**config.mk**
```make
export PLATFORM = sky130hd
export DESIGN_NAME = spi_master_param
export DESIGN_NICKNAME = d
export VERILOG_FILES = /design/src/rtl/spi_master_param.sv
export SDC_FILE = /design/constraint.sdc
export NUM_CORES = 1
export LEC_CHECK = 0
export ABC_AREA = 1
export BUFFER_PORTS_ARGS = -buffer_cell sky130_fd_sc_hd__buf_4
export CAP_MARGIN = 5
export CELL_PAD_IN_SITES_DETAIL_PLACEMENT = 2
export CELL_PAD_IN_SITES_GLOBAL_PLACEMENT = 2
export CORE_UTILIZATION = 35
export CTS_BUF_LIST = sky130_fd_sc_hd__clkbuf_4
export DETAILED_ROUTE_END_ITERATION = 16
export GPL_ROUTABILITY_DRIVEN = 0
export PLACE_DENSITY_LB_ADDON = 0.05
export SYNTH_ARGS = -nofsm -noshare
export SYNTH_HDL_FRONTEND = slang
export SYNTH_SLANG_ARGS = --single-unit
```
**constraint.sdc**
```tcl
create_clock -name sys_clk -period 2.26 [get_ports sys_clk]
set_input_delay 0.226 -clock sys_clk [delete_from_list [all_inputs] [get_ports sys_clk]]
set_output_delay 0.226 -clock sys_clk [all_outputs]
set_load 0.02 [all_outputs]
```
**src/rtl/spi_master_param.sv**
```systemverilog
// SPI master with runtime CPOL/CPHA, clock divider, bit order and
// one-hot active-low chip selects. Config is latched on an accepted start.
module spi_master_param #(
  parameter  int DATA_WIDTH = 8,
  parameter  int NUM_CS     = 4,
  parameter  int CLK_DIV_W  = 8,
  localparam int CS_W       = (NUM_CS > 1) ? $clog2(NUM_CS) : 1
) (
  input  logic                  sys_clk,
  input  logic                  cpu_rst,
  input  logic                  start,
  input  logic [DATA_WIDTH-1:0] tx_data,
  input  logic [CS_W-1:0]       cs_sel,
  input  logic                  cpol,
  input  logic                  cpha,
  input  logic                  msb_first,
  input  logic [CLK_DIV_W-1:0]  clk_div,
  output logic                  busy,
  output logic                  done,
  output logic [DATA_WIDTH-1:0] rx_data,
  output logic                  spi_sck,
  output logic                  spi_mosi,
  input  logic                  spi_miso,
  output logic [NUM_CS-1:0]     spi_cs_n
);

  localparam int EW = $clog2(2 * DATA_WIDTH + 1);
  localparam logic [EW-1:0] LAST = EW'(2 * DATA_WIDTH - 1);

  typedef enum logic [1:0] {
    IDLE,
    SETUP,
    XFER,
    HOLD
  } state_t;

  state_t state;
  state_t state_nx;

  logic [CLK_DIV_W-1:0]  cnt;
  logic [CLK_DIV_W-1:0]  div_q;
  logic [EW-1:0]         edge_cnt;
  logic [DATA_WIDTH-1:0] tx_sr;
  logic [DATA_WIDTH-1:0] rx_sr;
  logic [CS_W-1:0]       cs_q;
  logic                  cpol_q;
  logic                  cpha_q;
  logic                  msb_q;
  logic                  accept;
  logic                  tick;
  logic                  lead;
  logic                  last_edge;
  logic                  smp_en;
  logic                  sh_en;

  function automatic logic head(
    input logic [DATA_WIDTH-1:0] v,
    input logic                  m
  );
    return m ? v[DATA_WIDTH-1] : v[0];
  endfunction

  function automatic logic [DATA_WIDTH-1:0] adv(
    input logic [DATA_WIDTH-1:0] v,
    input logic                  m
  );
    return m ? {v[DATA_WIDTH-2:0], 1'b0}
             : {1'b0, v[DATA_WIDTH-1:1]};
  endfunction

  assign accept    = (state == IDLE) && start;
  assign tick      = (cnt == div_q);
  assign lead      = ~edge_cnt[0];
  assign last_edge = (edge_cnt == LAST);
  // Sample on leading edge for cpha=0, trailing for cpha=1
  assign smp_en    = (state == XFER) && tick && (lead ^ cpha_q);
  assign sh_en     = (state == XFER) && tick && !(lead ^ cpha_q)
                     && !last_edge;

  always_ff @(posedge sys_clk or negedge cpu_rst) begin
    if (!cpu_rst) state <= IDLE;
    else          state <= state_nx;
  end

  always_comb begin
    state_nx = state;
    unique case (state)
      IDLE:    if (start)             state_nx = SETUP;
      SETUP:   if (tick)              state_nx = XFER;
      XFER:    if (tick && last_edge) state_nx = HOLD;
      HOLD:    if (tick)              state_nx = IDLE;
      default:                        state_nx = IDLE;
    endcase
  end

  always_ff @(posedge sys_clk or negedge cpu_rst) begin
    if (!cpu_rst) begin
      cnt      <= '0;
      div_q    <= '0;
      edge_cnt <= '0;
      tx_sr    <= '0;
      rx_sr    <= '0;
      cs_q     <= '0;
      cpol_q   <= 1'b0;
      cpha_q   <= 1'b0;
      msb_q    <= 1'b0;
      spi_sck  <= 1'b0;
      spi_mosi <= 1'b0;
      done     <= 1'b0;
      rx_data  <= '0;
    end else begin
      done <= 1'b0;
      if (accept) begin
        cnt      <= '0;
        edge_cnt <= '0;
        div_q    <= clk_div;
        cs_q     <= cs_sel;
        cpol_q   <= cpol;
        cpha_q   <= cpha;
        msb_q    <= msb_first;
        spi_sck  <= cpol;
        if (!cpha) begin
          spi_mosi <= head(tx_data, msb_first);
          tx_sr    <= adv(tx_data, msb_first);
        end else begin
          tx_sr    <= tx_data;
        end
      end else if (state != IDLE) begin
        cnt <= tick ? '0 : cnt + 1'b1;
        if (state == XFER && tick) begin
          spi_sck  <= ~spi_sck;
          edge_cnt <= edge_cnt + 1'b1;
        end
        if (smp_en) begin
          rx_sr <= msb_q ? {rx_sr[DATA_WIDTH-2:0], spi_miso}
                         : {spi_miso, rx_sr[DATA_WIDTH-1:1]};
        end
        if (sh_en) begin
          spi_mosi <= head(tx_sr, msb_q);
          tx_sr    <= adv(tx_sr, msb_q);
        end
        if (state == HOLD && tick) begin
          spi_sck <= cpol_q;
          done    <= 1'b1;
          rx_data <= rx_sr;
        end
      end
    end
  end

  assign busy = (state != IDLE);

  // Out-of-range cs_sel matches no index, so no select is driven
  always_comb begin
    spi_cs_n = '1;
    for (int i = 0; i < NUM_CS; i++) begin
      if (busy && cs_q == CS_W'(i)) spi_cs_n[i] = 1'b0;
    end
  end

endmodule

```
# Yosys cells after proc, flatten, opt, wreduce, memory -nomap -nowiden
# Cells that the tools add are included.
[totals]
regBits = 55
word_cells = 95
[classes]
eq_ne = 13
n_addsub = 2
n_mux = 35
reduce_logical = 27
bitwise_logic = 4
[ops]
columns = ["op", "n"]
rows = [
  ["$mux 8", 10],
  ["$mux 1", 17],
  ["$mux 5", 3],
  ["$logic_and 1x1->1", 11],
  ["$ne 2x2->1 const B", 5],
  ["$reduce_and 3->1", 3],
  ["$add 8x1->8 const B", 1],
  ["$eq 2x2->1 const B", 4],
  ["$eq 8x8->1", 1],
  ["$mux 2", 4],
  ["$pmux 2 s4", 1],
  ["$reduce_bool 2->1", 4],
  ["$reduce_and 2->1", 3],
  ["$add 5x1->5 const B", 1],
  ["$eq 5x4->1 const B", 1],
  ["$eq 2x1->1 const B", 2],
  ["$logic_not 2->1", 2],
  ["$reduce_and 4->1", 1],
  ["$not 1->1", 3],
  ["$reduce_bool 3->1", 1],
  ["$logic_not 1->1", 2],
  ["$xor 1x1->1", 1],
]

# Depth between registers and ports, before layout
# Gate-level depths: netlist of the first run.
[logic_depth]
word_depth = 8
mapped_depth = 12
depth_no_buf = 11

# Worst setup path after synthesis of the first run
# Ideal clock, no wire load.
[synth_path]
kind = "register to register"
startpoint = "reg state[0]"
endpoint = "reg spi_mosi"
stages_incl_launch_ff = 11
t_arrival_ns = 1.688
period_less_slack_ns = 1.805
slack_ns = 0.455
n_path_buf = 1
path_cell_list = "dfrtp_1 > inv_1 > ha_1 > clkinv_1 > nand4_4 > clkinv_2 > nand2_2 > buf_6 > nand2_1 > nand2_1 > nand2_1"
[synth_via]
elab_cells_between_ends = 12
[synth_lines]
columns = ["element", "line", "source"]
rows = [
  ["start, declared", "37", "state_t state;"],
  ["start signal, assigned", "82", "else state <= state_nx;"],
  ["$reduce_bool 2->1", "n/a", ""],
  ["named net busy", "18", "output logic busy,"],
  ["$reduce_bool 2->1 (no line)", "n/a", ""],
  ["$reduce_and 3->1 (no line)", "n/a", ""],
  ["end signal, assigned", "123", "spi_mosi <= head(tx_data, msb_first);"],
  ["end signal, assigned", "139", "spi_mosi <= head(tx_sr, msb_q);"],
  ["end, declared", "22", "output logic spi_mosi,"],
]
# The timed path passes the listed nets, and every way through them passes these cells.
# A chain may end at the register's enable or synchronous reset.

# Worst setup path in the final report of the first run
[layout_path]
startpoint = "reg state[1]"
endpoint = "out spi_cs_n[1]"
[layout_via]
elab_chain_len = 3
[layout_lines]
columns = ["element", "line", "source"]
rows = [
  ["$reduce_bool 2->1", "151", "assign busy = (state != IDLE);"],
  ["$logic_and 1x1->1", "157", "if (busy && cs_q == CS_W'(i)) spi_cs_n[i] = 1'b0;"],
  ["$mux 1", "157", ""],
  ["end, declared", "24", "output logic [NUM_CS-1:0] spi_cs_n"],
]
# No other way between the ends.

==> impl.org, run 1 <==
** Run status
- The run finished with clean final reports.

** Timing
- Worst max-slew margin expressed relative to the limit :: 0.521
- Setup Skew :: 0.00827 ns
- Number of setup violations in the final report :: 0
- In the post-route analysis, the smallest setup slack over all paths is 0.332 ns.
- Final period utilization :: 0.853
- Max-slew violations :: 0
- Pin slew with the least headroom to its limit :: 0.718 ns
- The total count of hold-check failures in the final report came to 0.
- Hold timing on the final database bottoms out at a slack of 0.0407 ns.
- Derived from the worst setup path, the maximum achievable clock frequency is 0.519 GHz.
- Final Critical Period :: 1.93 ns
- Final TNS setup :: 0 ns
- Setup repair after global routing left no endpoint under its margin.

** Finish
- Number of filler instances in the final layout :: 968
- Antenna diode instance count :: 0
- At the end of the flow, the number of nets in the layout was 456.
- Leading cell type in the layout, fill and taps excluded :: nand2_1
- In the final layout, flip-flops and latches occupy 1380 um^2.
- The area growth from synthesis to layout is 15.5%.
- Multi-input gate area in the final layout :: 1390 um^2
- In the final layout, the share of cells above drive strength 1 is 0.167.
- The top cell types in the final layout, fill and taps aside, are nand2_1 (131), dfrtp_1 (55), o21ai_0 (48), buf_4 (44), inv_1 (36).

** Route
- Summed over all nets, wire length on met3 after detailed routing comes to 198 um.
- Top routing layer in use :: met4
- Vias per cell :: 5.06
- In the final routed layout, each cell accounts on average for 14.8 um.
- Routed wire length :: 7840 um
- The first detailed-routing pass took 4 iterations.
- M1 WL :: 3840 um
- Initial DRC count :: 54
- Routed vias :: 2680
- Wire segments on met2 add up to 3720 um in the final route.
- Final antenna-violating net count :: 0
- Remaining design rule violation count :: 0

** Yosys
- Xor/xnor cell area share of the yosys netlist :: 0.0293
- Cell count after synthesis :: 385
- Mean Syn Cell Area :: 7.76 um^2
- Seq/Total Area, Yosys :: 0.461
- Counting distinct cell types in the post-synthesis netlist gives 29.
- The share of the synthesized area in compound gates (AO/OA/AOI/OAI) came to 0.144.
- When the netlist entered floorplanning its net count stood at 417.
- Area fraction of the dominant cell type after synthesis :: 0.461
- Post-synthesis mux area share :: 0.00335
- Ranking of synthesized cells by area :: dfrtp_1 (46%), nand2_1 (16%), o21ai_0 (8.0%), nand3_1 (4.7%), inv_1 (4.5%)
- Synth Area in Adders :: 0.0293
- Synthesis inferred 55 register bits.
- Cell taking the most area after synthesis :: dfrtp_1
- Dominant combinational cell family by area after synthesis :: simple AND/OR/NAND/NOR gates
- Total number of yosys warnings :: 0
- Synthesized-area fraction occupied by and/or/nand/nor cells :: 0.258
- The synthesized netlist occupies a cell area of 2990 um^2.

** Worst hold path
- The path with the worst hold slack has its endpoint at div_q[4].
- The tightest min-delay check is of the in -> reg type.
- Start point of the worst min-delay path :: clk_div[4]
- Counting instances, the worst hold path has a depth of 3.

** Placement
- Count of buffers from port buffering :: 40
- Sum of net half-perimeters after detailed placement :: 5890 um
- Prior to clock tree synthesis, the placed netlist has a worst setup slack of 0.400 ns.

** Flow run
- Max-cap violations in this run came to 0.

** Floorplanning
- Placeable core region :: 8260 um^2
- Initial Utilization :: 0.362
- Die area :: 8910 um^2
- The die is 94.4 um tall.
- The floorplan has 33 rows.
- In this run the horizontal extent of the chip is 94.4 um.
- I/O Pins :: 41

** Critical path
- The critical path is of the reg -> out type.
- For flop-to-flop paths, the worst setup slack is 0.38 ns.
- In this design, the largest share of critical-path delay is due to buffers and inverters.
- At the worst endpoint, the arrival time is 1.70 ns.
- At the worst endpoint, the required time is 2.03 ns.
- On the critical path, the stage with the largest delay is an instance of dfrtp_1.
- Depth of the worst register-to-register path :: 9
- Reg-to-reg critical path startpoint :: state[1]
- For this run, the slowest stage of the critical path takes 0.45 ns.
- Worst-path maximum fanout :: 9
- The worst setup path is captured at an output pin.
- The number of buffers and inverters on the critical path is 4.
- Critical Path Most Common Cell :: buf_4
- Series of cell instances along the critical path :: inv_1, ha_1, clkinv_1, buf_4, nand3_1, buf_4
- STA classifies the critical path startpoint as a flop.
- The worst register-to-register path ends at state[1].

** CTS
- Clock tree synthesis selected as its root buffer the cell clkbuf_4.
- TritonCTS built the clock tree.
- The clock passes through at most 2 buffers.
- Num CTS Buffers :: 5
- Worst-path clk slew :: 0.16 ns
- The number of setup buffers added after CTS is 0.
- Number of gates resized after cts :: 0
- Total number of clock tree sinks :: 55
- The H-tree was split into 2 levels.
- Worst skew pair latency :: 0.38 ns

** GRT
- Via count of the first global-routing pass :: 2753
- Wire length of the first global-routing pass :: 13200 um
- The total overflow left after global routing is 0.
- Entering global routing, the biggest net connects 56 pins.
- Total Routing Usage GR :: 0.191
- Antenna violations before repair :: 0

** Pwr
- In this run the static leakage power is 1.73 nW.
- The worst-case IR drop observed on VDD is 0.424 mV.
- Power spread over the standard cell area amounts to 1060 nW/um^2.
[cell families (layout without fill, tap and decap cells)]
family / count (synthesis) / count (layout)
simple gates: 180 / 180
flops: 55 / 55
buf+inv: 55 / 95
mux: 1 / 1
compound gates: 77 / 77
fa+ha+maj: 7 / 7
xor+xnor: 10 / 10
[registers in the layout (all words and copies together) (netlist names), 2 cells and up]
| register | flops |
|---|---|
| div_q | 8 |
| tx_sr | 8 |
| rx_sr | 8 |
| rx_data | 8 |
| cs_q | 2 |
| cnt | 8 |
| state | 2 |
| edge_cnt | 5 |
[Yosys cell counts (all sizes together)]
library cell  count
nor2             12
o211ai            1
o31ai             1
o21ai            60
nor3              2
ha                7
dfrtp            55
buf               4
a21oi             8
xnor2             6
clkbuf            9
nand2           134
o22ai             7
inv              39
nand4             4
clkinv            3
xor2              4
mux2i             1
nand3            28
[power breakdown]
part	internal, mW	switching [mW]	leakage [nW]	total [mW]
sequential	1.26	0.220	0.718	1.48
combinational	0.614	1.11	0.983	1.72
clock	0.133	0.323	0.0317	0.456
total	2.01	1.65	1.73	3.66
[metrics by stage]
stage           util  power [mW]  cells  area (um^2)
4_1_cts        0.418        3.73    530         3450
3_5_place_dp   0.410        3.26    521         3380
6_report       0.418        3.66    530         3450
5_1_grt        0.418        4.01    530         3450
3_3_place_gp   0.410        3.16    521         3380
2_1_floorplan      -        2.66    385         2990
[cell type report]
| type | count | area share |
|---|---|---|
| clock buffer | 6 | 0.0131 |
| clock inverter | 2 | 0.00363 |
| inverter | 42 | 0.0460 |
| multi-input combinational | 275 | 0.402 |
| sequential | 55 | 0.399 |
| tap | 105 | 0.0381 |
| timing repair buffer | 45 | 0.0986 |
[worst max-delay path by stage]
stage                     cells past startpoint     endpoint  startpoint
final                                         6  spi_cs_n[1]    state[1]
after global routing                         11     tx_sr[1]      cnt[4]
after CTS                                     6  spi_cs_n[1]    state[1]
after detailed placement                     11     tx_sr[7]      cnt[4]
after global placement                        8     state[1]    state[0]
after floorplan                              10     spi_mosi    state[0]
[layer usage]
layer | vias to the layer above | global-route usage
li1 | 1319 | -
met1 | 1318 | 0.254
met2 | 36 | 0.321
met3 | 7 | 0.0290
met4 | 0 | 0.0538
met5 | - | 0
[what timing repair did]
item | 4_1_cts | 5_1_grt
endpoints found under the setup margin | 0 | 0
hold endpoints to repair | 55 | 0
hold buffers | 1 | 0
[worst min-delay path: stages]
cell and delay [ns]:
buf_4 0.07, nand2_1 0.04, o21ai_0 0.06
Note: power is estimated with default switching activity, not from simulation.
==> run 2, diff against run 1 <==
Settings changed: ABC_AREA 1 to unset, CORE_UTILIZATION 35 to 37.
==> run 2 against run 1 <==
Against the previous run:
- maximum frequency decreased by 10%
- sequential power is 3% higher
- cell count down 15%
- global-route usage is 0.071 points lower
- register-to-register slack got worse by 0.27 ns
- critical path depth is 3 higher
- die area decreased by 7.5%
- largest cell class unchanged
==> impl.org, run 2 <==
** Yosys
- Among all flip-flop cells after synthesis, the most frequent one is dfrtp_1.
- The flop and latch count out of synthesis is 55 (unchanged).
- The share of synthesized area occupied by flip-flops and latches is 0.472 (+0.0115).
- The count of yosys warnings during synthesis came to 0 (unchanged).
- Number of enable-type register cells in the synthesized netlist :: 0 (unchanged)
- Cell count after synthesis :: 295 (-23%)
- The mean area per synthesized cell was 9.88 um^2 (+27%).
- The post-synth net total came to 327 (-22%).
- The area share of the leading cell type in the synthesized netlist was 0.472 (+0.0115).
- Total standard cell area after synthesis :: 2920 um^2 (-2.4%)
- Top cell types by occurrence after synthesis :: nand2_1 (61), dfrtp_1 (55), mux2_2 (30)
- Among all cell types in the netlist, the one instantiated most often is nand2_1.
- The synthesized design spends more area on one cell type than any other, namely dfrtp_1.
- By area the synthesized netlist is led by dfrtp_1 (47%), mux2_2 (12%), nand2_1 (7.9%), mux2i_1 (4.8%), o21ai_0 (3.9%).
- Share of synthesized registers carrying an async set or reset :: 1.00 (unchanged)
- The count of cell types in the netlist is 42 (+45%).

** Floorplanning
- The die span in y is 90.8 um (-3.8%).
- The I/O pin count is 41 (unchanged).
- Die area :: 8240 um^2 (-7.5%)
- The horizontal die dimension is 90.8 um (-3.8%).
- The area of the core is 7690 um^2 (-6.9%).
- Initial Utilization :: 0.379 (+0.0174)
- The placement row count came to 32 (-3.0%).

** Finish
- Count of non-filler cells in the finished layout :: 448 (-15%)
- The number of inserted diodes came to 0 (unchanged).
- The filler cell count in the final layout came to 873 (-9.8%).
- Leaving out fill and tap cells, the most frequent cells in the layout are nand2_1 (61), dfrtp_1 (55), buf_4 (54), mux2_2 (30), o21ai_0 (22).
- Leading cell type in the layout, fill and taps excluded :: nand2_1
- The number of nets in the finished design was 377 (-17%).
- Relative to the synthesized area, the layout overhead comes to 20.1%.
- The share of layout cells above drive strength 1 was 0.295 (+0.128).

** Critical path
- Worst-path maximum fanout :: 6 (-3)
- Delay contributed by the slowest stage of the critical path :: 0.44 ns (about the same)
- Data arrival, critical path :: 2.43 ns (+0.73 ns)
- Tracing the worst setup path back leads to its startpoint at edge_cnt[1].
- Bufs and invs on worst path :: 2 (-2)
- The worst setup path is captured at a flop.
- Kind of critical path :: reg -> reg
- Walking the worst path, the cells encountered are ha_2, and3_1, ha_2, or3_4, nor4_4, buf_6, buf_4, a31oi_1, o31a_1.
- Slowest cell on the critical path :: dfrtp_1
- Cell type group with the largest total delay on the critical path :: simple AND/OR/NAND/NOR gates
- Worst Path Required :: 2.55 ns (+0.52 ns)
- In this design, the critical path's most frequently occurring cell is ha_2.
- Worst setup SP type :: flop
- Reg-to-reg critical path startpoint :: edge_cnt[1]

** GRT
- Final global-route overflow total :: 0 (unchanged)
- The number of antenna violations at the first check in global routing was 0 (unchanged).
- The maximum number of pins on one net before global-route repair is 56 (unchanged).
- The first-pass GRT wire length came to 12600 um (-4.8%).
- Total Routing Usage GR :: 0.190 (-0.000710)
- The via count of the first global-routing pass is 2544 (-7.6%).

** Pwr
- Sequential group share of total power :: 0.424 (+0.019)
- The switching share of power is 0.411 (-0.0400).
- The maximum VDD drop was 0.420 mV (-0.94%).
- The power spent charging and discharging nets is 1.48 mW (-10%).
- The leakage power was 1.68 nW (-3.2%).
- Int Pwr :: 2.13 mW (+5.9%)
- The portion of total power attributed to the clock network is 0.128 (+0.003).
- Gate power share :: 0.448 (-0.022)
- Total power per unit cell area :: 1030 nW/um^2 (-2.7%)

** Timing
- The worst slew margin relative to its limit was 0.524 (+0.00284).
- The total count of hold-check failures in the final report was 0 (unchanged).
- Final period utilization :: 0.949 (+0.0964)
- Top achievable clock speed :: 0.466 GHz (-10%)
- Final Critical Period :: 2.15 ns (+0.218 ns)
- Max-slew violations :: 0 (unchanged)
- The measured slew at the worst slew-check pin was 0.713 ns (-0.00426 ns).
- The maximum clock skew at final layout is 0.0152 ns (+0.00691 ns).
- The final hold slack is 0.0145 ns (-0.0263 ns).
- The count of endpoints failing setup in the final report came to 0 (unchanged).

** CTS
- The clock buffer count from CTS came to 5 (unchanged).
- The post-CTS clock slew at the launch and capture registers of the worst setup and hold paths came to 0.17 ns (about the same).
- The sink count of the clock tree is 55 (unchanged).
- The number of buffers on the longest clock path came to 2 (unchanged).
- TritonCTS built the clock tree.
- Maximum level of the CTS H-tree :: 2 (unchanged)
- The source-to-sink clock delay at the later pin of the worst-skew pair is 0.39 ns (about the same).
- Clock root buffer :: clkbuf_4

** Route
- Remaining design rule violation count :: 0 (unchanged)
- The routed via count is 2318 (-14%).
- WL/cell :: 16.2 um (+9.3%)
- The wire length after detailed routing was 7240 um (-7.7%).
- The detailed router's first-iteration violation count was 49 (-9.3%).
- The number of iterations in the first detailed-routing pass came to 4 (unchanged).
- Final antenna-violating net count :: 0 (unchanged)
- Vias per cell :: 5.17 (+2.3%)

** Worst hold path
- The tightest min-delay check is of the in -> reg type.
- The worst hold path begins at clk_div[1].

** Placement
- Count of buffers from port buffering :: 40 (unchanged)
- Dpl cells :: 437 (-16%)
- The placed wire-length estimate is 5240 um (-11%).

** Run status
- The run finished with clean final reports.

** Flow run
- MaxCap Viol Count :: 0 (unchanged)
-- run 2: cell families (layout without fill, tap and decap cells) --
family,after synthesis,count (layout),share of synthesized area
and+or+nand+nor,109,109,0.168
buffers and inverters,24,75,0.0343
AOI/OAI and AO/OA,44,44,0.0949
adders and majority gates,7,7,0.0300
DFF,55,55,0.472
muxes,45,45,0.168
xor gates and xnor gates,11,11,0.0330
-- run 2: final cells by class --
type,count,area [um^2],share of cell area
Clock buffer,5,37.5,0.0107
Tap cell,102,128,0.0365
Timing Repair Buffer,57,432,0.123
Sequential cell,55,1380,0.393
Inverter,10,37.5,0.0107
Multi-Input combinational cell,216,1470,0.419
Clock inverter,3,23.8,0.00679
-- run 2: routing by layer --
metal	routed length (um)	global-route usage	vias up	share of wire
met2	3400	0.305	33	0.47
met3	158	0.0278	6	0.022
met5	0	0	-	0
met1	3620	0.271	1162	0.50
li1	-	-	1117	-
met4	73	0.0444	0	0.010
-- run 2: worst min-delay path: stages --
cell	delay (ns)
buf_4	0.08
nand2_1	0.04
nand2_1	0.04
-- run 2: path summary, 6_finish.rpt --
| path | end | cells after the start | slack [ns] |
|---|---|---|---|
| max reg2reg | spi_mosi | 9 | 0.11 |
| max | spi_mosi | 9 | 0.11 |
| max in group asynchronous | tx_sr[2] | 2 | 1.37 |
| min | div_q[1] | 3 | 0.01 |
| min in group asynchronous | edge_cnt[4] | 2 | 0.42 |
| min reg2reg | cpha_q | 2 | 0.52 |
-- run 2: timing repair --
action	in CTS	in global routing
gates resized for setup	0	10
hold endpoints to repair	55	0
buffers inserted	0	1
setup endpoints to repair	0	15
hold buffers	1	0
-- run 2: power by group through the flow --
stage | sequential (mW) | combinational (mW) | clock [mW]
floorplan | 1.47 | 1.07 | 0
global placement | 1.54 | 1.53 | 0
detailed placement | 1.56 | 1.60 | 0
CTS | 1.54 | 1.62 | 0.488
global route | 1.58 | 1.83 | 0.527
finish | 1.53 | 1.62 | 0.464
-- run 2: per-stage QoR --
stage	power, mW	util	setup slack (ns)	instance area (um^2)	setup TNS [ns]
3_5_place_dp	3.16	0.440	0.0876	3390	0
3_3_place_gp	3.07	0.440	0.171	3390	0
2_1_floorplan	2.54	-	0.158	2920	0
6_report	3.61	0.455	0.114	3500	0
4_1_cts	3.64	0.450	0.0538	3460	0
5_1_grt	3.93	0.455	-0.00992	3500	-0.0179
